## config.mk

```make
export PLATFORM = sky130hd
export DESIGN_NAME = tx_sched_arbiter_flat
export DESIGN_NICKNAME = d
export VERILOG_FILES = /design/src/rtl/tx_sched_arbiter_pkg.sv /design/src/rtl/tx_sched_arbiter_if.sv /design/src/rtl/tx_sched_arbiter_rr_arbiter.sv /design/src/rtl/tx_sched_arbiter.sv /design/src/flat_wrapper.sv
export SDC_FILE = /design/constraint.sdc
export NUM_CORES = 1
export LEC_CHECK = 0
export CAP_MARGIN = 20
export CORE_MARGIN = 8
export CORE_UTILIZATION = 44
export DETAILED_ROUTE_END_ITERATION = 8
export GPL_TIMING_DRIVEN = 0
export PLACE_DENSITY = 0.9
export SLEW_MARGIN = 15
export SYNTH_ARGS = -nofsm -noshare
export SYNTH_HDL_FRONTEND = slang
export SYNTH_SLANG_ARGS = --single-unit
export TNS_END_PERCENT = 20
```

## constraint.sdc

```tcl
create_clock -name clk -period 4.4 [get_ports clk]
set_input_delay 0.88 -clock clk [delete_from_list [all_inputs] [get_ports clk]]
set_output_delay 0.88 -clock clk [all_outputs]
set_load 0.02 [all_outputs]
```

## src/rtl/tx_sched_arbiter_pkg.sv

```systemverilog
// Shared definitions for the TX scheduler arbiter: FSM encoding, frame-config
// field layout, reset constants and a small one-hot helper.
package tx_sched_pkg;

  // FSM encoding
  localparam logic [1:0] ST_IDLE      = 2'd0;
  localparam logic [1:0] ST_LOAD      = 2'd1;
  localparam logic [1:0] ST_WAIT_BUSY = 2'd2;
  localparam logic [1:0] ST_WAIT_DONE = 2'd3;

  // Frame config layout: {BAUD[3:0], EIGHT, PEN, OHEL}
  localparam int CFG_W        = 7;
  localparam int CFG_OHEL     = 0;
  localparam int CFG_PEN      = 1;
  localparam int CFG_EIGHT    = 2;
  localparam int CFG_BAUD_LSB = 3;

  // Reset values
  localparam logic [7:0]       RST_OUT_PORT = 8'h00;
  localparam logic [CFG_W-1:0] RST_CFG      = 7'h00;
  localparam logic [2:0]       RST_GRANT_ID = 3'd0;

  // One-hot decode of a requester index (up to 8 requesters)
  function automatic logic [7:0] onehot8(input logic [2:0] idx);
    return 8'd1 << idx;
  endfunction

endpackage

```

## src/rtl/tx_sched_arbiter_if.sv

```systemverilog
// Requester/engine-side bundle of the TX scheduler arbiter. The master side
// (requesters plus engine status) drives requests, data, config and TxRDY;
// the slave side (the arbiter) drives grants, load, byte and shadowed config.
interface tx_sched_arbiter_if #(
  parameter int NUM_REQ = 4
);
  logic [NUM_REQ-1:0]   req;
  logic [8*NUM_REQ-1:0] req_data;
  logic [NUM_REQ-1:0]   ack;
  logic [6:0]           cfg_in;
  logic                 TxRDY;
  logic                 load;
  logic [7:0]           out_port;
  logic                 EIGHT;
  logic                 PEN;
  logic                 OHEL;
  logic [3:0]           BAUD;
  logic [2:0]           grant_id;
  logic                 busy;
  logic                 err_to;

  modport master (
    output req, req_data, cfg_in, TxRDY,
    input  ack, load, out_port, EIGHT, PEN, OHEL, BAUD, grant_id, busy, err_to
  );

  modport slave (
    input  req, req_data, cfg_in, TxRDY,
    output ack, load, out_port, EIGHT, PEN, OHEL, BAUD, grant_id, busy, err_to
  );
endinterface

```

## src/rtl/tx_sched_arbiter_rr_arbiter.sv

```systemverilog
// Combinational round-robin picker: scans requests starting at the slot after
// ptr (wrapping) and reports the first asserted one. The pointer register
// itself lives in the parent so it can decide when the pointer moves.
module rr_arbiter #(
  parameter int NUM_REQ = 4
) (
  input  logic [NUM_REQ-1:0] req,
  input  logic [2:0]         ptr,
  input  logic               enable,
  output logic [2:0]         winner,
  output logic               valid
);

  logic [7:0] req_pad_s;
  logic [3:0] idx_s;

  assign req_pad_s = 8'(req);

  // Masked priority scan from ptr+1 around to ptr; first hit wins
  always_comb begin
    winner = 3'd0;
    valid  = 1'b0;
    idx_s  = 4'd0;
    for (int k = 1; k <= NUM_REQ; k++) begin
      idx_s = 4'(ptr) + 4'(k);
      if (idx_s >= 4'(NUM_REQ)) begin
        idx_s = idx_s - 4'(NUM_REQ);
      end else begin
        idx_s = idx_s;
      end
      if (enable && !valid && req_pad_s[idx_s[2:0]]) begin
        winner = idx_s[2:0];
        valid  = 1'b1;
      end else begin
        winner = winner;
        valid  = valid;
      end
    end
  end

endmodule

```

## src/rtl/tx_sched_arbiter.sv

```systemverilog
// TX scheduler arbiter: shares one UART transmit engine among NUM_REQ byte
// requesters, round-robin, with a shadowed frame config that only follows
// cfg_in while idle. Optional macro TX_PRIO_EN gives req[0] strict priority
// (the rest stay round-robin and a req[0] grant leaves the pointer alone).
module tx_sched_arbiter
  import tx_sched_pkg::*;
#(
  parameter int NUM_REQ      = 4,
  parameter int BUSY_TIMEOUT = 15
) (
  input logic               clk,
  input logic               rst,
  tx_sched_arbiter_if.slave bus
);

  localparam int CNT_W = $clog2(BUSY_TIMEOUT + 1);

  logic [1:0]         state_r, state_nxt_s;
  logic [2:0]         ptr_r;
  logic [CNT_W-1:0]   cnt_r;
  logic               load_r, busy_r, err_r;
  logic [NUM_REQ-1:0] ack_r;
  logic [7:0]         out_port_r, data_sel_s;
  logic [2:0]         grant_id_r;
  logic [CFG_W-1:0]   cfg_r;
  logic [NUM_REQ-1:0] arb_req_s;
  logic [2:0]         arb_win_s, win_s;
  logic               arb_valid_s, grant_s, ptr_move_s, arb_en_s, timeout_s;
  logic [7:0]         ack_onehot_s;

  // Grants only happen while idle with the engine ready
  assign arb_en_s = (state_r == ST_IDLE) && bus.TxRDY;

`ifdef TX_PRIO_EN
  assign arb_req_s  = {bus.req[NUM_REQ-1:1], 1'b0};
  assign win_s      = bus.req[0] ? 3'd0 : arb_win_s;
  assign grant_s    = (bus.req[0] && arb_en_s) || arb_valid_s;
  assign ptr_move_s = !bus.req[0];
`else
  assign arb_req_s  = bus.req;
  assign win_s      = arb_win_s;
  assign grant_s    = arb_valid_s;
  assign ptr_move_s = 1'b1;
`endif

  rr_arbiter #(.NUM_REQ(NUM_REQ)) u_rr (
    .req    (arb_req_s),
    .ptr    (ptr_r),
    .enable (arb_en_s),
    .winner (arb_win_s),
    .valid  (arb_valid_s)
  );

  assign timeout_s = (state_r == ST_WAIT_BUSY) && bus.TxRDY &&
                     (cnt_r == CNT_W'(BUSY_TIMEOUT - 1));
  assign ack_onehot_s = onehot8(grant_id_r);

  // Select the winning requester's byte
  always_comb begin
    data_sel_s = RST_OUT_PORT;
    for (int i = 0; i < NUM_REQ; i++) begin
      if (win_s == 3'(i)) begin
        data_sel_s = bus.req_data[8*i +: 8];
      end else begin
        data_sel_s = data_sel_s;
      end
    end
  end

  // Frame sequencing: IDLE -> LOAD -> WAIT_BUSY -> WAIT_DONE -> IDLE
  always_comb begin
    state_nxt_s = state_r;
    case (state_r)
      ST_IDLE: begin
        if (grant_s) state_nxt_s = ST_LOAD;
        else         state_nxt_s = ST_IDLE;
      end
      ST_LOAD: state_nxt_s = ST_WAIT_BUSY;
      ST_WAIT_BUSY: begin
        if (!bus.TxRDY)    state_nxt_s = ST_WAIT_DONE;
        else if (timeout_s) state_nxt_s = ST_IDLE;
        else               state_nxt_s = ST_WAIT_BUSY;
      end
      ST_WAIT_DONE: begin
        if (bus.TxRDY) state_nxt_s = ST_IDLE;
        else           state_nxt_s = ST_WAIT_DONE;
      end
      default: state_nxt_s = ST_IDLE;
    endcase
  end

  // State, status pulses and the load/ack pair issued from the LOAD cycle
  always_ff @(posedge clk or negedge rst) begin
    if (!rst) begin
      state_r <= ST_IDLE;
      busy_r  <= 1'b0;
      load_r  <= 1'b0;
      ack_r   <= {NUM_REQ{1'b0}};
      err_r   <= 1'b0;
    end else begin
      state_r <= state_nxt_s;
      busy_r  <= (state_nxt_s != ST_IDLE);
      load_r  <= (state_r == ST_LOAD);
      ack_r   <= (state_r == ST_LOAD) ? ack_onehot_s[NUM_REQ-1:0] : {NUM_REQ{1'b0}};
      err_r   <= timeout_s;
    end
  end

  // Capture byte, grant index and rr pointer on a grant
  always_ff @(posedge clk or negedge rst) begin
    if (!rst) begin
      out_port_r <= RST_OUT_PORT;
      grant_id_r <= RST_GRANT_ID;
      ptr_r      <= 3'(NUM_REQ - 1);
    end else if (grant_s) begin
      out_port_r <= data_sel_s;
      grant_id_r <= win_s;
      if (ptr_move_s) ptr_r <= win_s;
    end
  end

  // Config shadow follows cfg_in only while idle, so a frame never sees a change
  always_ff @(posedge clk or negedge rst) begin
    if (!rst) begin
      cfg_r <= RST_CFG;
    end else if (state_r == ST_IDLE) begin
      cfg_r <= bus.cfg_in;
    end
  end

  // Timeout counter: cleared in LOAD, counts while waiting for TxRDY to fall
  always_ff @(posedge clk or negedge rst) begin
    if (!rst) begin
      cnt_r <= {CNT_W{1'b0}};
    end else if (state_r == ST_LOAD) begin
      cnt_r <= {CNT_W{1'b0}};
    end else if (state_r == ST_WAIT_BUSY) begin
      cnt_r <= cnt_r + CNT_W'(1);
    end
  end

  assign bus.load     = load_r;
  assign bus.ack      = ack_r;
  assign bus.out_port = out_port_r;
  assign bus.grant_id = grant_id_r;
  assign bus.busy     = busy_r;
  assign bus.err_to   = err_r;
  assign bus.OHEL     = cfg_r[CFG_OHEL];
  assign bus.PEN      = cfg_r[CFG_PEN];
  assign bus.EIGHT    = cfg_r[CFG_EIGHT];
  assign bus.BAUD     = cfg_r[CFG_BAUD_LSB +: 4];

endmodule

```

## src/flat_wrapper.sv

```systemverilog
// flat-port wrapper written by rule: the top's interface ports become plain ports
module tx_sched_arbiter_flat import tx_sched_pkg::*;
#(
  parameter int NUM_REQ      = 4,
  parameter int BUSY_TIMEOUT = 15
)
  (clk, rst, bus_req, bus_req_data, bus_cfg_in, bus_TxRDY, bus_ack, bus_load, bus_out_port, bus_EIGHT, bus_PEN, bus_OHEL, bus_BAUD, bus_grant_id, bus_busy, bus_err_to);
  tx_sched_arbiter_if #(.NUM_REQ(NUM_REQ)) bus_i ();
  input logic clk;
  input logic rst;
  input wire logic [$bits(bus_i.req)-1:0] bus_req;
  input wire logic [$bits(bus_i.req_data)-1:0] bus_req_data;
  input wire logic [$bits(bus_i.cfg_in)-1:0] bus_cfg_in;
  input wire logic [$bits(bus_i.TxRDY)-1:0] bus_TxRDY;
  output wire logic [$bits(bus_i.ack)-1:0] bus_ack;
  output wire logic [$bits(bus_i.load)-1:0] bus_load;
  output wire logic [$bits(bus_i.out_port)-1:0] bus_out_port;
  output wire logic [$bits(bus_i.EIGHT)-1:0] bus_EIGHT;
  output wire logic [$bits(bus_i.PEN)-1:0] bus_PEN;
  output wire logic [$bits(bus_i.OHEL)-1:0] bus_OHEL;
  output wire logic [$bits(bus_i.BAUD)-1:0] bus_BAUD;
  output wire logic [$bits(bus_i.grant_id)-1:0] bus_grant_id;
  output wire logic [$bits(bus_i.busy)-1:0] bus_busy;
  output wire logic [$bits(bus_i.err_to)-1:0] bus_err_to;
  assign bus_i.req = bus_req;
  assign bus_i.req_data = bus_req_data;
  assign bus_i.cfg_in = bus_cfg_in;
  assign bus_i.TxRDY = bus_TxRDY;
  assign bus_ack = bus_i.ack;
  assign bus_load = bus_i.load;
  assign bus_out_port = bus_i.out_port;
  assign bus_EIGHT = bus_i.EIGHT;
  assign bus_PEN = bus_i.PEN;
  assign bus_OHEL = bus_i.OHEL;
  assign bus_BAUD = bus_i.BAUD;
  assign bus_grant_id = bus_i.grant_id;
  assign bus_busy = bus_i.busy;
  assign bus_err_to = bus_i.err_to;
  tx_sched_arbiter #(.NUM_REQ(NUM_REQ), .BUSY_TIMEOUT(BUSY_TIMEOUT)) u_core (.clk(clk), .rst(rst), .bus(bus_i));
endmodule
```

**Yosys cells after proc, flatten, opt, wreduce, memory -nomap -nowiden**

Index checks and enable logic that the tools add are counted.

- Register bits after elaboration: 34
- Output and inout port bits: 25
- Input bits: 46

- Equality and inequality tests: 7
- Muxes and demuxes: 32
- Add/subtract/negate cells: 9
- Order comparisons: 8
- Shifts and indexed selects: 1
- Reduce and logical (&&, ||, !) cells: 17

Operator list:

| operator | count |
|---|---|
| 8-bit 2-to-1 mux | 4 |
| 3-bit 2-to-1 mux | 8 |
| 4-bit by 3-bit greater-or-equal comparator with 1-bit output, second input constant | 4 |
| 3-bit by 4-bit < comparator with 1-bit output, second input constant | 4 |
| 1-bit binary-select mux with 3-bit select | 4 |
| 4-bit 2-to-1 mux | 3 |
| 3-bit subtractor, second input constant | 4 |
| 1-bit logical AND | 10 |
| 1-bit 2-to-1 mux | 9 |
| 3-bit by 2-bit adder with 4-bit output, second input constant | 2 |
| 2-bit one-hot mux with 4 select lines | 1 |
| 3-bit by 2-bit == test with 1-bit output, second input constant | 2 |
| 2-bit 2-to-1 mux | 3 |
| 3-bit by 1-bit adder with 4-bit output, second input constant | 1 |
| 3-bit by 3-bit adder with 4-bit output, second input constant | 1 |
| 4-bit by 1-bit adder with 4-bit output, second input constant | 1 |
| 2-bit == test, second input constant | 2 |
| 4-bit == test, second input constant | 1 |
| 2-bit nonzero test | 2 |
| 1-bit by 3-bit left shift with 4-bit output, first input constant | 1 |
| 3-bit by 1-bit == test with 1-bit output, second input constant | 1 |
| 1-bit logical NOT | 3 |
| 3-bit logical NOT | 1 |
| 2-bit by 1-bit == test with 1-bit output, second input constant | 1 |
| 2-bit logical NOT | 1 |

**Logic depth before layout (Yosys ltp)**

Gate-level depths: netlist of run 1.

- Word-level depth: 24
- Mapped depth: 11
- Gate-level depth less buffers: 8

**Modules after synthesis**

A second synthesis of run 1 with hierarchy kept.

- Cells, all modules: 176
- Area total of the unflattened synthesis: 1,943.1 µm²

By module, submodules not included:

| module | cells an instance | times used | area an instance (µm²) |
|---|---|---|---|
| tx_sched_arbiter | 131 | 1 | 1,580.3 |
| rr_arbiter | 45 | 1 | 362.8 |

**Least setup slack after synthesis of run 1**

Ideal clock, no wire load.

- Path kind: flip-flop to flip-flop
- From: register u_core.ptr_r[0]
- To: register u_core.out_port_r[6] (netlist: u_core.bus.out_port[6])
- Path buffers: 2
- Arrival: 3.116 ns
- Path slack: 1.161 ns
- Stages on the path, launching flop included: 11
- Clock period less this slack: 3.239 ns
- Path through: dfstp_2 buf_6 inv_1 ha_1 mux4_2 a221o_2 a211o_1 a31oi_1 buf_6 mux2_4 o221a_1

- Cells in the longest elaborated chain, start to end: 24
- Elaborated cells between the ends (all ways): 50

RTL lines:

| what | RTL line | text |
|---|---|---|
| start, declared | tx_sched_arbiter.sv:19 | `logic [2:0] ptr_r;` |
| start signal, assigned | tx_sched_arbiter.sv:114 | `ptr_r <= 3'(NUM_REQ - 1);` |
| start signal, assigned | tx_sched_arbiter.sv:118 | `if (ptr_move_s) ptr_r <= win_s;` |
| 3-bit by 1-bit adder with 4-bit output | tx_sched_arbiter_rr_arbiter.sv:25 | `idx_s = 4'(ptr) + 4'(k);` |
| 4-bit by 3-bit greater-or-equal comparator with 1-bit output / 3-bit subtractor (equally long branches) | tx_sched_arbiter_rr_arbiter.sv:26, tx_sched_arbiter_rr_arbiter.sv:27 |  |
| 3-bit 2-to-1 mux | tx_sched_arbiter_rr_arbiter.sv:26 | `if (idx_s >= 4'(NUM_REQ)) begin` |
| 1-bit binary-select mux with 3-bit select | tx_sched_arbiter_rr_arbiter.sv:31 | `if (enable && !valid && req_pad_s[idx_s[2:0]]) begin` |
| 1-bit 2-to-1 mux (not written as such) | tx_sched_arbiter_rr_arbiter.sv:31 |  |
| 1-bit logical AND | tx_sched_arbiter_rr_arbiter.sv:31 |  |
| 1-bit 2-to-1 mux | tx_sched_arbiter_rr_arbiter.sv:31 |  |
| 1-bit logical NOT | tx_sched_arbiter_rr_arbiter.sv:31 |  |
| (+3 left out) | n/a |  |
| 1-bit logical NOT | tx_sched_arbiter_rr_arbiter.sv:31 |  |
| 1-bit logical AND (2 in a row) | tx_sched_arbiter_rr_arbiter.sv:31 |  |
| 1-bit 2-to-1 mux | tx_sched_arbiter_rr_arbiter.sv:31 |  |
| 1-bit logical NOT | tx_sched_arbiter_rr_arbiter.sv:31 |  |
| 1-bit logical AND (2 in a row) | tx_sched_arbiter_rr_arbiter.sv:31 |  |
| 3-bit 2-to-1 mux | tx_sched_arbiter_rr_arbiter.sv:31 |  |
| 3-bit logical NOT | tx_sched_arbiter.sv:62 | `if (win_s == 3'(i)) begin` |
| 8-bit 2-to-1 mux (4 in a row) | tx_sched_arbiter.sv:62 |  |
| end signal, assigned | tx_sched_arbiter.sv:116 | `out_port_r <= data_sel_s;` |
| end, declared | tx_sched_arbiter.sv:23 | `logic [7:0] out_port_r, data_sel_s;` |

Several ways; a longest one is shown, not always the timed one. The select of a mux whose other input is x is not followed.
A chain may end at the register's enable or synchronous reset.

**Worst setup path after layout of run 1**

- From: register u_core.ptr_r[0]
- To: register u_core.out_port_r[2] (netlist: u_core.bus.out_port[2])

The elaborated chain is that of the path after synthesis.

==> results.md, run 1 <==
* Number of enable flip-flop cells after synthesis at 0
* Worst setup path category: flip-flop to flip-flop
* Worst R2R Setup Slack at 850 ps
* Synth Instances at 166
* Share of flip-flops with an asynchronous set or reset at 100%
* Sequential fraction of the synthesis area at 43.3%
* Synth-to-layout area growth at 44.4%
* TNS Setup at 0 ps
* Clock-pin slew on the worst setup and hold paths at 70 ps
* Sequential cell area at 828 um2
* DRC errors left at 0
* Unrepaired setup endpoints after global routing: no
* Depth of the worst register-to-register path at 11
* Endpoint of the worst setup timing path: u_core.bus.out_port[2]
* Yosys top cell by area: sky130_fd_sc_hd__dfrtp_1
* Library cell used as clock root buffer: sky130_fd_sc_hd__clkbuf_8
* Power per standard cell area at 727 mW/mm2
* Top Ports at 71
* HPWL after detailed placement at 3830 um
* Leading post-synthesis cells by cell area: sky130_fd_sc_hd__dfrtp_1 41%, sky130_fd_sc_hd__mux2i_1 7.8%, sky130_fd_sc_hd__ha_1 5.9%
* Max Transition Viols Final at 0
* Warning count from the yosys run at 0
* Most common flop cell mapped by yosys: sky130_fd_sc_hd__dfrtp_1
* Std cell rows at 24
* Total die area at 0.00672 mm2
* Overflow after GRT at 0
* Clock tree from TritonCTS: yes
* PortBufs at 70
* Peak fanout along the critical path at 10
* Required time at the endpoint of the critical path at 4560 ps
* Starting density of the core at 44.9%
* Share of Yosys cell area claimed by the top area cell type at 40.5%
* Highest clock rate at 0.282 GHz
* Final worst-path cycle share at 80.6%
* Startpoint of the lowest-slack register-to-register path: u_core.ptr_r[0]
* Category of the worst setup path capture point: flip-flop
* Worst setup path startpoint: u_core.ptr_r[0]
* Clock latency reported for the late side of the worst-skew pair at 290 ps
* Hold Violations, Final at 0
* Worst-Margin Slew at 742 ps
* H-tree lvl count at 2
* Combinational family with the most area after synthesis: multiplexers
* Relative slew slack at 49.9%
* Number of antenna violations at the first check in global routing at 0
* XOR/XNOR Fraction of Synth Area at 0%
* Die Wd at 82.0 um
* CTS resizes at 0
* Violation count after the first detailed-route iteration at 54
* Max rail drop VDD at 0.371 mV
* Fraction of layout cells with a size suffix above 1 at 15.9%
* Post-synthesis cell type count at 44
* Net count after synthesis at 221
* Final-report setup violation count at 0
* Final Net Count at 299
* Combined area of the multi-input logic cells at 965 um2
* Element type at the critical path start: flip-flop
* Final worst clock skew at 5.99 ps
* Hold-fix buffer count after cts at 0
* Min Tclk post-route at 3550 ps
* Post-synthesis compound-gate area fraction at 15.4%
* Via count of the first global-routing pass at 1672
* Overall Global Routing Usage at 15.2%
* Via count at 1610
* Result of the run: finished clean
* Number of diodes at 0
* Power Total at 2.01 mW
* Clock sink count at 33
* P_leak at 1.18 nW
* Area share of fa/ha/maj cells after synthesis at 5.88%
* Core ar. at 0.00426 mm2
* Number of max-cap violations at 0
* Netlist area before placement at 0.00191 mm2
* Total of flip-flops plus latches after synthesis at 33
* Class of the most critical hold timing path: flip-flop to flip-flop
* Final antenna-violating net count at 0
* Die Height at 82.0 um
* Maximum number of pins on one net before global-route repair at 34
* Wire length of the first global-routing pass at 7900 um
* Share of synthesized area spent on multiplexers at 18.8%
* Crit Reg-Reg Endpoint: u_core.bus.out_port[2]
* Fill count at 349
* Post-synthesis average cell area at 11.5 um2
* Maximum number of buffers from clock root to sink at 2
* Final estimated routing congestion in global placement at 0.852
* Buffers inserted during post-CTS setup optimization at 0
* Critical path data arrival time at 3710 ps
* Num CTS Buffers at 5
* Total Wirelength at 5010 um
* Average detailed-routed wire length per instance at 16.9 um
* Simple-gate area share of the yosys netlist at 10.3%
* Average vias per placed instance at 5.42
* Count of TritonRoute iterations in the first routing pass at 4
==> critical path: stages, from the launching register on <==
cell and delay (ps):
sky130_fd_sc_hd__dfstp_2 610, sky130_fd_sc_hd__buf_6 160, sky130_fd_sc_hd__inv_1 60, sky130_fd_sc_hd__ha_1 390, sky130_fd_sc_hd__mux4_2 580, sky130_fd_sc_hd__and3_2 260, sky130_fd_sc_hd__a2111o_1 410, sky130_fd_sc_hd__a31oi_1 220
sky130_fd_sc_hd__buf_6 200, sky130_fd_sc_hd__buf_12 150, sky130_fd_sc_hd__mux2i_1 220, sky130_fd_sc_hd__o221ai_1 140
==> Yosys cell counts (2+ instances only) <==
cell,instances
sky130_fd_sc_hd__o221ai_1,7
sky130_fd_sc_hd__nand3_1,3
sky130_fd_sc_hd__buf_4,4
sky130_fd_sc_hd__nor3b_1,3
sky130_fd_sc_hd__o21ai_1,2
sky130_fd_sc_hd__mux2i_1,15
sky130_fd_sc_hd__a22o_1,2
sky130_fd_sc_hd__nor3_1,2
sky130_fd_sc_hd__a21oi_1,3
sky130_fd_sc_hd__a31oi_1,2
sky130_fd_sc_hd__a211o_1,2
sky130_fd_sc_hd__a21o_1,4
sky130_fd_sc_hd__o22ai_1,2
sky130_fd_sc_hd__o21ai_0,2
sky130_fd_sc_hd__mux2_2,9
sky130_fd_sc_hd__mux2_4,2
sky130_fd_sc_hd__dfstp_2,2
sky130_fd_sc_hd__nand2_1,15
sky130_fd_sc_hd__dfrtp_1,31
sky130_fd_sc_hd__buf_6,3
sky130_fd_sc_hd__a221oi_1,2
sky130_fd_sc_hd__inv_1,10
sky130_fd_sc_hd__ha_1,9
sky130_fd_sc_hd__mux4_2,3
sky130_fd_sc_hd__nor2_1,8
==> power by group <==
group | internal, mW | switching (mW) | leakage [nW] | total [mW]
sequential | 0.447 | 0.0922 | 0.398 | 0.540
combinational | 0.631 | 0.615 | 0.739 | 1.25
clock | 0.109 | 0.116 | 0.0439 | 0.225
==> registers in the layout, summed over array words and instances, names as in the netlist <==
register,cells
u_core.bus.ack,4
u_core.bus.load,1
u_core.state_r,2
u_core.ptr_r,2
u_core.bus.grant_id,3
u_core.cnt_r,4
u_core.bus.out_port,8
u_core.bus.err_to,1
u_core.cfg_r,7
u_core.bus.busy,1
==> cell families (layout without fill, tap and decap cells) <==
logic type,Yosys count,count (layout)
and+or+nand+nor,39,39
AOI/OAI and AO/OA,37,37
DFF,33,33
muxes,30,30
buffers and inverters,18,97
adders and majority gates,9,9
==> metrics by stage <==
stage	utilization [%]	instances	setup slack, ps	instance area, um2	hold WS (ps)
3_5_place_dp	62.7	288	789	2680	476
6_report	64.8	297	852	2770	492
4_1_cts	64.8	296	848	2760	491
3_3_place_gp	62.9	288	819	2680	468
5_1_grt	64.8	297	675	2770	501
2_1_floorplan	-	166	1160	1910	505
==> how the worst min path moves through the flow <==
stage / from / cells past startpoint / to
3_5_place_dp: u_core.bus.out_port[2] / 2 / u_core.bus.out_port[2]
6_report: u_core.bus.out_port[5] / 2 / u_core.bus.out_port[5]
2_1_floorplan: u_core.state_r[1] / 1 / u_core.state_r[1]
3_3_place_gp: u_core.bus.out_port[2] / 2 / u_core.bus.out_port[2]
4_1_cts: u_core.bus.out_port[2] / 2 / u_core.bus.out_port[2]
5_1_grt: u_core.bus.out_port[2] / 2 / u_core.bus.out_port[2]
==> routing by layer <==
| layer | share of wire (%) | GRT usage [%] | vias up |
|---|---|---|---|
| met2 | 53 | 25.7 | 41 |
| met1 | 40 | 17.7 | 787 |
| li1 | - | - | 773 |
| met3 | 6.3 | 5.36 | 9 |
| met4 | 1.1 | 4.56 | 0 |
| met5 | 0 | 0 | - |
==> layout make-up <==
| type | count | area share, % |
|---|---|---|
| timing repair buffer | 71 | 25.3 |
| multi-input combinational | 115 | 34.9 |
| sequential | 33 | 30.0 |
| clock inverter | 3 | 0.633 |
| tap | 52 | 2.35 |
| buffer | 8 | 3.03 |
| inverter | 10 | 1.36 |
| clock buffer | 5 | 2.49 |
==> placed cells by master, fill, tap and decap left out, types with 2 or more instances in the layout <==
| master | n |
|---|---|
| sky130_fd_sc_hd__dfstp_2 | 2 |
| sky130_fd_sc_hd__a211o_1 | 2 |
| sky130_fd_sc_hd__o21ai_1 | 2 |
| sky130_fd_sc_hd__dfrtp_1 | 31 |
| sky130_fd_sc_hd__nor2_1 | 8 |
| sky130_fd_sc_hd__a22o_1 | 2 |
| sky130_fd_sc_hd__a21o_1 | 4 |
| sky130_fd_sc_hd__a221oi_1 | 2 |
| sky130_fd_sc_hd__o22ai_1 | 2 |
| sky130_fd_sc_hd__nor3_1 | 2 |
| sky130_fd_sc_hd__ha_1 | 9 |
| sky130_fd_sc_hd__nor3b_1 | 3 |
| sky130_fd_sc_hd__buf_6 | 3 |
| sky130_fd_sc_hd__clkbuf_8 | 5 |
| sky130_fd_sc_hd__mux4_2 | 3 |
| sky130_fd_sc_hd__nand2_1 | 15 |
| sky130_fd_sc_hd__clkdlybuf4s50_1 | 69 |
| sky130_fd_sc_hd__a21oi_1 | 3 |
| sky130_fd_sc_hd__clkinv_2 | 2 |
| sky130_fd_sc_hd__inv_1 | 10 |
| sky130_fd_sc_hd__nand3_1 | 3 |
| sky130_fd_sc_hd__buf_4 | 4 |
| sky130_fd_sc_hd__mux2_4 | 2 |
| sky130_fd_sc_hd__mux2_2 | 9 |
| sky130_fd_sc_hd__o21ai_0 | 2 |
| sky130_fd_sc_hd__a31oi_1 | 2 |
| sky130_fd_sc_hd__o221ai_1 | 7 |
| sky130_fd_sc_hd__mux2i_1 | 15 |
Note: power is estimated with default switching activity, not from simulation.
==> run 2, diff against run 1 <==
Clock period 4.4 ns to 3.62 ns, I/O delays scaled along.
==> results.md, run 2 (synthesis gave the netlist of run 1 again) <==
* Result of the run: finished clean
* Max rail drop VDD at 0.452 mV
* Commonest cells after routing, fill and taps aside: 69 x sky130_fd_sc_hd__clkdlybuf4s50_1, 31 x sky130_fd_sc_hd__dfrtp_1, 15 x sky130_fd_sc_hd__nand2_1, 15 x sky130_fd_sc_hd__mux2i_1, 10 x sky130_fd_sc_hd__inv_1
* Clock sink count at 33
* Combinational share of power at 63.1%
* CP Cell Sequence: buf_4 > inv_1 > ha_2 > mux4_2 > and3_2 > a2111o_1 > a31oi_1 > buf_6 > buf_12 > mux2i_1 > o221ai_1
* Overflow after GRT at 0
* Total Wirelength at 5090 um
* Most common cell after layout, fill and taps aside: sky130_fd_sc_hd__clkdlybuf4s50_1
* Depth of the worst register-to-register path at 11
* Die Height at 82.0 um
* Clock tree from TritonCTS: yes
* Switch share at 40.7%
* PortBufs at 70
* Number of max-cap violations at 0
* Internal power of the cells at 1.48 mW
* Worst setup path category: flip-flop to flip-flop
* Library cell used as clock root buffer: sky130_fd_sc_hd__clkbuf_8
* Number of antenna violations at the first check in global routing at 0
* Combined area of the multi-input logic cells at 967 um2
* Power Total at 2.50 mW
* Relative slew slack at 50.8%
* Startpoint of the lowest-slack register-to-register path: u_core.ptr_r[1]
* Maximum number of pins on one net before global-route repair at 34
* Final non-filler cell total at 301
* Final worst clock skew at 7.01 ps
* Synth-to-layout area growth at 46.1%
* Unrepaired setup endpoints after global routing: no
* Via count at 1628
* Final estimated routing congestion in global placement at 0.852
* Std cell rows at 24
* Number of cells in the design after placement at 288
* Highest clock rate at 0.291 GHz
* Power per standard cell area at 893 mW/mm2
* Die Wd at 82.0 um
* Class of the most critical hold timing path: input port to asynchronous set/reset pin
* Num CTS Buffers at 5
* Post-route core utilization at 65.6%
* Average vias per placed instance at 5.41
* Fraction of layout cells with a size suffix above 1 at 17.7%
* Clock-pin slew on the worst setup and hold paths at 70 ps
* Peak fanout along the critical path at 10
* HPWL after detailed placement at 3830 um
* Sequential cell area at 828 um2
* Worst R2R Setup Slack at 180 ps
* Required time at the endpoint of the critical path at 3780 ps
* Final worst-path cycle share at 94.9%
* Average detailed-routed wire length per instance at 16.9 um
* Max Transition Viols Final at 0
* TNS Setup at 0 ps
* Violation count after the first detailed-route iteration at 57
* Max FFs per register at 8
* Final-report setup violation count at 0
* Final Net Count at 303
* Overall Global Routing Usage at 15.2%
* Starting density of the core at 44.9%
* Total die area at 0.00672 mm2
* Clock latency reported for the late side of the worst-skew pair at 290 ps
* Count of TritonRoute iterations in the first routing pass at 4
* Maximum number of buffers from clock root to sink at 2
* Via count of the first global-routing pass at 1672
* Worst setup path startpoint: u_core.ptr_r[1]
* Min Tclk post-route at 3440 ps
* Switching power total at 1.02 mW
* P_leak at 1.20 nW
* Fill count at 345
* Sequential share of power at 25.9%
* Worst-Margin Slew at 728 ps
* H-tree lvl count at 2
* Clock share of power at 11.1%
* Hold Violations, Final at 0
* Core ar. at 0.00426 mm2
* Maximum single-stage delay on the critical path at 570 ps
* Number of diodes at 0
* Wire length of the first global-routing pass at 7900 um
* DRC errors left at 0
* Endpoint of the worst setup timing path: u_core.bus.out_port[2]
* Category of the worst setup path capture point: flip-flop
* Final hold slack at 491 ps
* Critical path data arrival time at 3600 ps
* Element type at the critical path start: flip-flop
* Top Ports at 71
* Cell with the largest stage delay on the worst path: sky130_fd_sc_hd__mux4_2
* Final antenna-violating net count at 0
* Crit Reg-Reg Endpoint: u_core.bus.out_port[2]
## run 2: cell count changes in the layout (fill, tap and decap cells not counted), sizes merged
cell  delta
buf      +4
## run 2: how the worst min path moves through the flow
stage / endpoint / from / cells after the start
floorplan: u_core.bus.ack[0] / rst / 0
global route: u_core.bus.out_port[2] / u_core.bus.out_port[2] / 2
detailed placement: u_core.bus.out_port[2] / u_core.bus.out_port[2] / 2
finish: u_core.cnt_r[3] / rst / 1
CTS: u_core.bus.out_port[2] / u_core.bus.out_port[2] / 2
global placement: u_core.bus.out_port[2] / u_core.bus.out_port[2] / 2
## run 2: stage by stage
stage,setup slack [ps],instance area (um2)
final,183,2800
after global routing,30.2,2800
after CTS,68.0,2760
after detailed placement,106,2680
after global placement,177,2680
after floorplan,381,1910
## run 2: cell type report
cell class                      count  area share [%]
Timing Repair Buffer               75            26.1
Clock buffer                        5            2.46
Clock inverter                      3           0.626
Buffer                              8            3.00
Tap cell                           52            2.33
Inverter                           10            1.34
Multi-Input combinational cell    115            34.6
Sequential cell                    33            29.6
## run 2: critical path: cells and delay by family, from the launching register on
family	cells	cell delay, ps
muxes	2	790
AOI/OAI and AO/OA	3	770
adders and majority gates	1	390
DFF	1	540
buffers and inverters	4	540
and+or+nand+nor	1	270
## run 2: power by group through the flow
stage / sequential, mW / combinational [mW] / clock [mW]
6_report: 0.647 / 1.58 / 0.276
5_1_grt: 0.669 / 1.71 / 0.293
4_1_cts: 0.659 / 1.52 / 0.281
3_5_place_dp: 0.664 / 1.51 / 0
3_3_place_gp: 0.650 / 1.47 / 0
2_1_floorplan: 0.786 / 0.892 / 0
## run 2: timing repair
| action | 4_1_cts | 5_1_grt |
|---|---|---|
| setup buffers | 0 | 4 |
| setup endpoints to repair | 0 | 8 |
| hold buffers | 0 | 0 |
| gates resized for setup | 0 | 1 |
## run 2: per-layer routing
metal  vias up  global-route usage [%]  wire length (um)
met5         -                       0                 0
li1        783                       -                 -
met1       799                    17.7              2010
met3         7                    5.36               307
met2        39                    25.7              2720
met4         0                    4.56                51
==> run 3, diff against run 2 <==
Settings changed: CORE_UTILIZATION 44 to 40, PLACE_DENSITY 0.9 to 0.86.
Clock period 3.62 ns to 3 ns, I/O delays scaled along.
==> results.md, run 3 (synthesis gave the netlist of run 1 again) <==
* Synth-to-layout area growth at 52.7%
* Min Tclk post-route at 3150 ps
* Count of TritonRoute iterations in the first routing pass at 4
* Final estimated routing congestion in global placement at 0.861
* Number of max-cap violations at 0
* H-tree lvl count at 2
* Clock sink count at 33
* Overall Global Routing Usage at 14.2%
* CP Cell Sequence: buf_6 > inv_4 > ha_4 > mux4_2 > a221o_2 > a2111oi_2 > a31oi_2 > buf_6 > mux2_4 > o221a_1
* Internal power of the cells at 1.97 mW
* Required time at the endpoint of the critical path at 3170 ps
* Final-report setup violation count at 8
* Final hold slack at 386 ps
* Std cell rows at 25
* Die Wd at 85.2 um
* Clock tree from TritonCTS: yes
* Startpoint of the lowest-slack register-to-register path: u_core.ptr_r[0]
* Combinational share of power at 65.2%
* Unrepaired setup endpoints after global routing: yes
* Average vias per placed instance at 5.43
* Sequential cell area at 828 um2
* Crit Reg-Reg Endpoint: u_core.bus.out_port[6]
* Worst-case setup slack after placement at -332 ps
* Switching power total at 1.28 mW
* Cell family with the largest share of critical-path delay: compound AO/OA/AOI/OAI gates
* Die Height at 85.2 um
* Worst-Margin Slew at 880 ps
* PortBufs at 70
* Number of antenna violations at the first check in global routing at 0
* Endpoint of the worst setup timing path: u_core.bus.out_port[6]
* Power Total at 3.25 mW
* Worst setup path category: flip-flop to flip-flop
* Maximum number of buffers from clock root to sink at 2
* Global routing met3 resource utilization at 5.79%
* Final worst-path cycle share at 105%
* Combined area of the multi-input logic cells at 0.00102 mm2
* Result of the run: complete, but fails checks
* Maximum single-stage delay on the critical path at 550 ps
* Critical path data arrival time at 3320 ps
* Library cell used as clock root buffer: sky130_fd_sc_hd__clkbuf_8
* Starting density of the core at 41.1%
* Fill count at 354
* Total die area at 0.00726 mm2
* Hold-fix buffer count after cts at 0
* Cell with the largest stage delay on the worst path: sky130_fd_sc_hd__dfstp_2
* Post-route worst setup slack at -154 ps
* Failing checks: setup timing
* Layer with the highest usage: met2
* Category of the worst setup path capture point: flip-flop
* Fraction of layout cells with a size suffix above 1 at 21.3%
* Post-route cell area at 0.00292 mm2
* Average detailed-routed wire length per instance at 17.0 um
* Number of diodes at 0
* Most common cell type on the critical path: sky130_fd_sc_hd__buf_6
* Final Net Count at 307
* TNS Setup at -806 ps
* Top Ports at 71
* Via count at 1667
* Clock-pin slew on the worst setup and hold paths at 70 ps
* Clock latency reported for the late side of the worst-skew pair at 280 ps
* Placed cell area at 0.00270 mm2
* WP depth at 10
* Relative slew slack at 40.6%
* Max rail drop VDD at 0.680 mV
* Worst R2R Setup Slack at -150 ps
* Global-route track usage on met1 at 16.2%
* Peak fanout along the critical path at 5
* Maximum number of pins on one net before global-route repair at 34
* Sequential share of power at 24.2%
* Core ar. at 0.00466 mm2
* Via count of the first global-routing pass at 1761
* Final antenna-violating net count at 0
* Element type at the critical path start: flip-flop
* Commonest cells after routing, fill and taps aside: 69 x sky130_fd_sc_hd__clkdlybuf4s50_1, 31 x sky130_fd_sc_hd__dfrtp_1, 14 x sky130_fd_sc_hd__nand2_1
* Buffers & Inverters on Critical Path at 3
* Class of the most critical hold timing path: input port to asynchronous set/reset pin
* Hold Violations, Final at 0
* Clock share of power at 10.6%
* Switch share at 39.4%
* Violation count after the first detailed-route iteration at 84
* Worst setup path startpoint: u_core.ptr_r[0]
* Wire length of the first global-routing pass at 8310 um
* HPWL after detailed placement at 3680 um
* Overflow after GRT at 0
* P_leak at 1.24 nW
* Max FFs per register at 8
* Total Wirelength at 5200 um
* Highest clock rate at 0.317 GHz
* Global routing usage on met2 at 23.3%
* Max Transition Viols Final at 0
* Final worst clock skew at 4.42 ps
* Most common cell after layout, fill and taps aside: sky130_fd_sc_hd__clkdlybuf4s50_1
* Power per standard cell area at 1110 mW/mm2
* Depth of the worst register-to-register path at 10
* Num CTS Buffers at 5
* DRC errors left at 0
==> run 3: changes by cell type in the layout (fill, tap and decap cells not counted), sizes merged <==
cell and change:
clkbuf +3, clkinv -2, clkinvlp -1, buf +4
==> run 3: timing repair <==
action	in CTS	in global routing
pin swaps	2	6
cloned	0	1
resized for setup	1	7
endpoints found under the setup margin	11	8
buffers inserted	8	1
==> run 3: how the worst min path moves through the flow <==
stage / start / end / slack [ps] / cells past startpoint
finish: rst / u_core.cfg_r[2] / 390 / 1
global route: rst / u_core.cfg_r[2] / 440 / 1
floorplan: rst / u_core.bus.ack[0] / 300 / 0
CTS: rst / u_core.cnt_r[2] / 410 / 1
global placement: u_core.bus.out_port[2] / u_core.bus.out_port[2] / 470 / 2
detailed placement: u_core.bus.out_port[1] / u_core.bus.out_port[1] / 480 / 2
==> run 3: worst reg2reg max path, cell delays in order (launching register included) <==
cell	delay, ps
sky130_fd_sc_hd__dfstp_2	550
sky130_fd_sc_hd__buf_6	100
sky130_fd_sc_hd__inv_4	30
sky130_fd_sc_hd__ha_4	260
sky130_fd_sc_hd__mux4_2	550
sky130_fd_sc_hd__a221o_2	370
sky130_fd_sc_hd__a2111oi_2	430
sky130_fd_sc_hd__a31oi_2	80
sky130_fd_sc_hd__buf_6	160
sky130_fd_sc_hd__mux2_4	300
sky130_fd_sc_hd__o221a_1	220
==> run 3: power groups by stage <==
stage | sequential [mW] | clock [mW] | combinational, mW
3_5_place_dp | 0.796 | 0 | 1.86
6_report | 0.786 | 0.345 | 2.12
2_1_floorplan | 0.948 | 0 | 1.10
5_1_grt | 0.812 | 0.369 | 2.29
4_1_cts | 0.784 | 0.352 | 1.99
3_3_place_gp | 0.785 | 0 | 1.81
==> run 3: through the flow <==
| stage | utilization [%] | cells |
|---|---|---|
| CTS | 61.2 | 305 |
| detailed placement | 57.9 | 290 |
| global placement | 58.0 | 290 |
| finish | 62.7 | 307 |
| floorplan | - | 166 |
| global route | 62.7 | 307 |
==> run 3: area by class of cell <==
class / instances / share of cell area [%]
buffer: 7 / 2.61
tap: 54 / 2.31
clock buffer: 8 / 3.08
inverter: 10 / 1.37
sequential: 33 / 28.3
multi-input combinational: 115 / 34.9
timing repair buffer: 80 / 27.4
==> run 3: layer usage <==
| metal | routed length, um | part of all wire (%) |
|---|---|---|
| met5 | 0 | 0 |
| met4 | 72 | 1.4 |
| met3 | 389 | 7.5 |
| met2 | 2630 | 51 |
| met1 | 2110 | 41 |
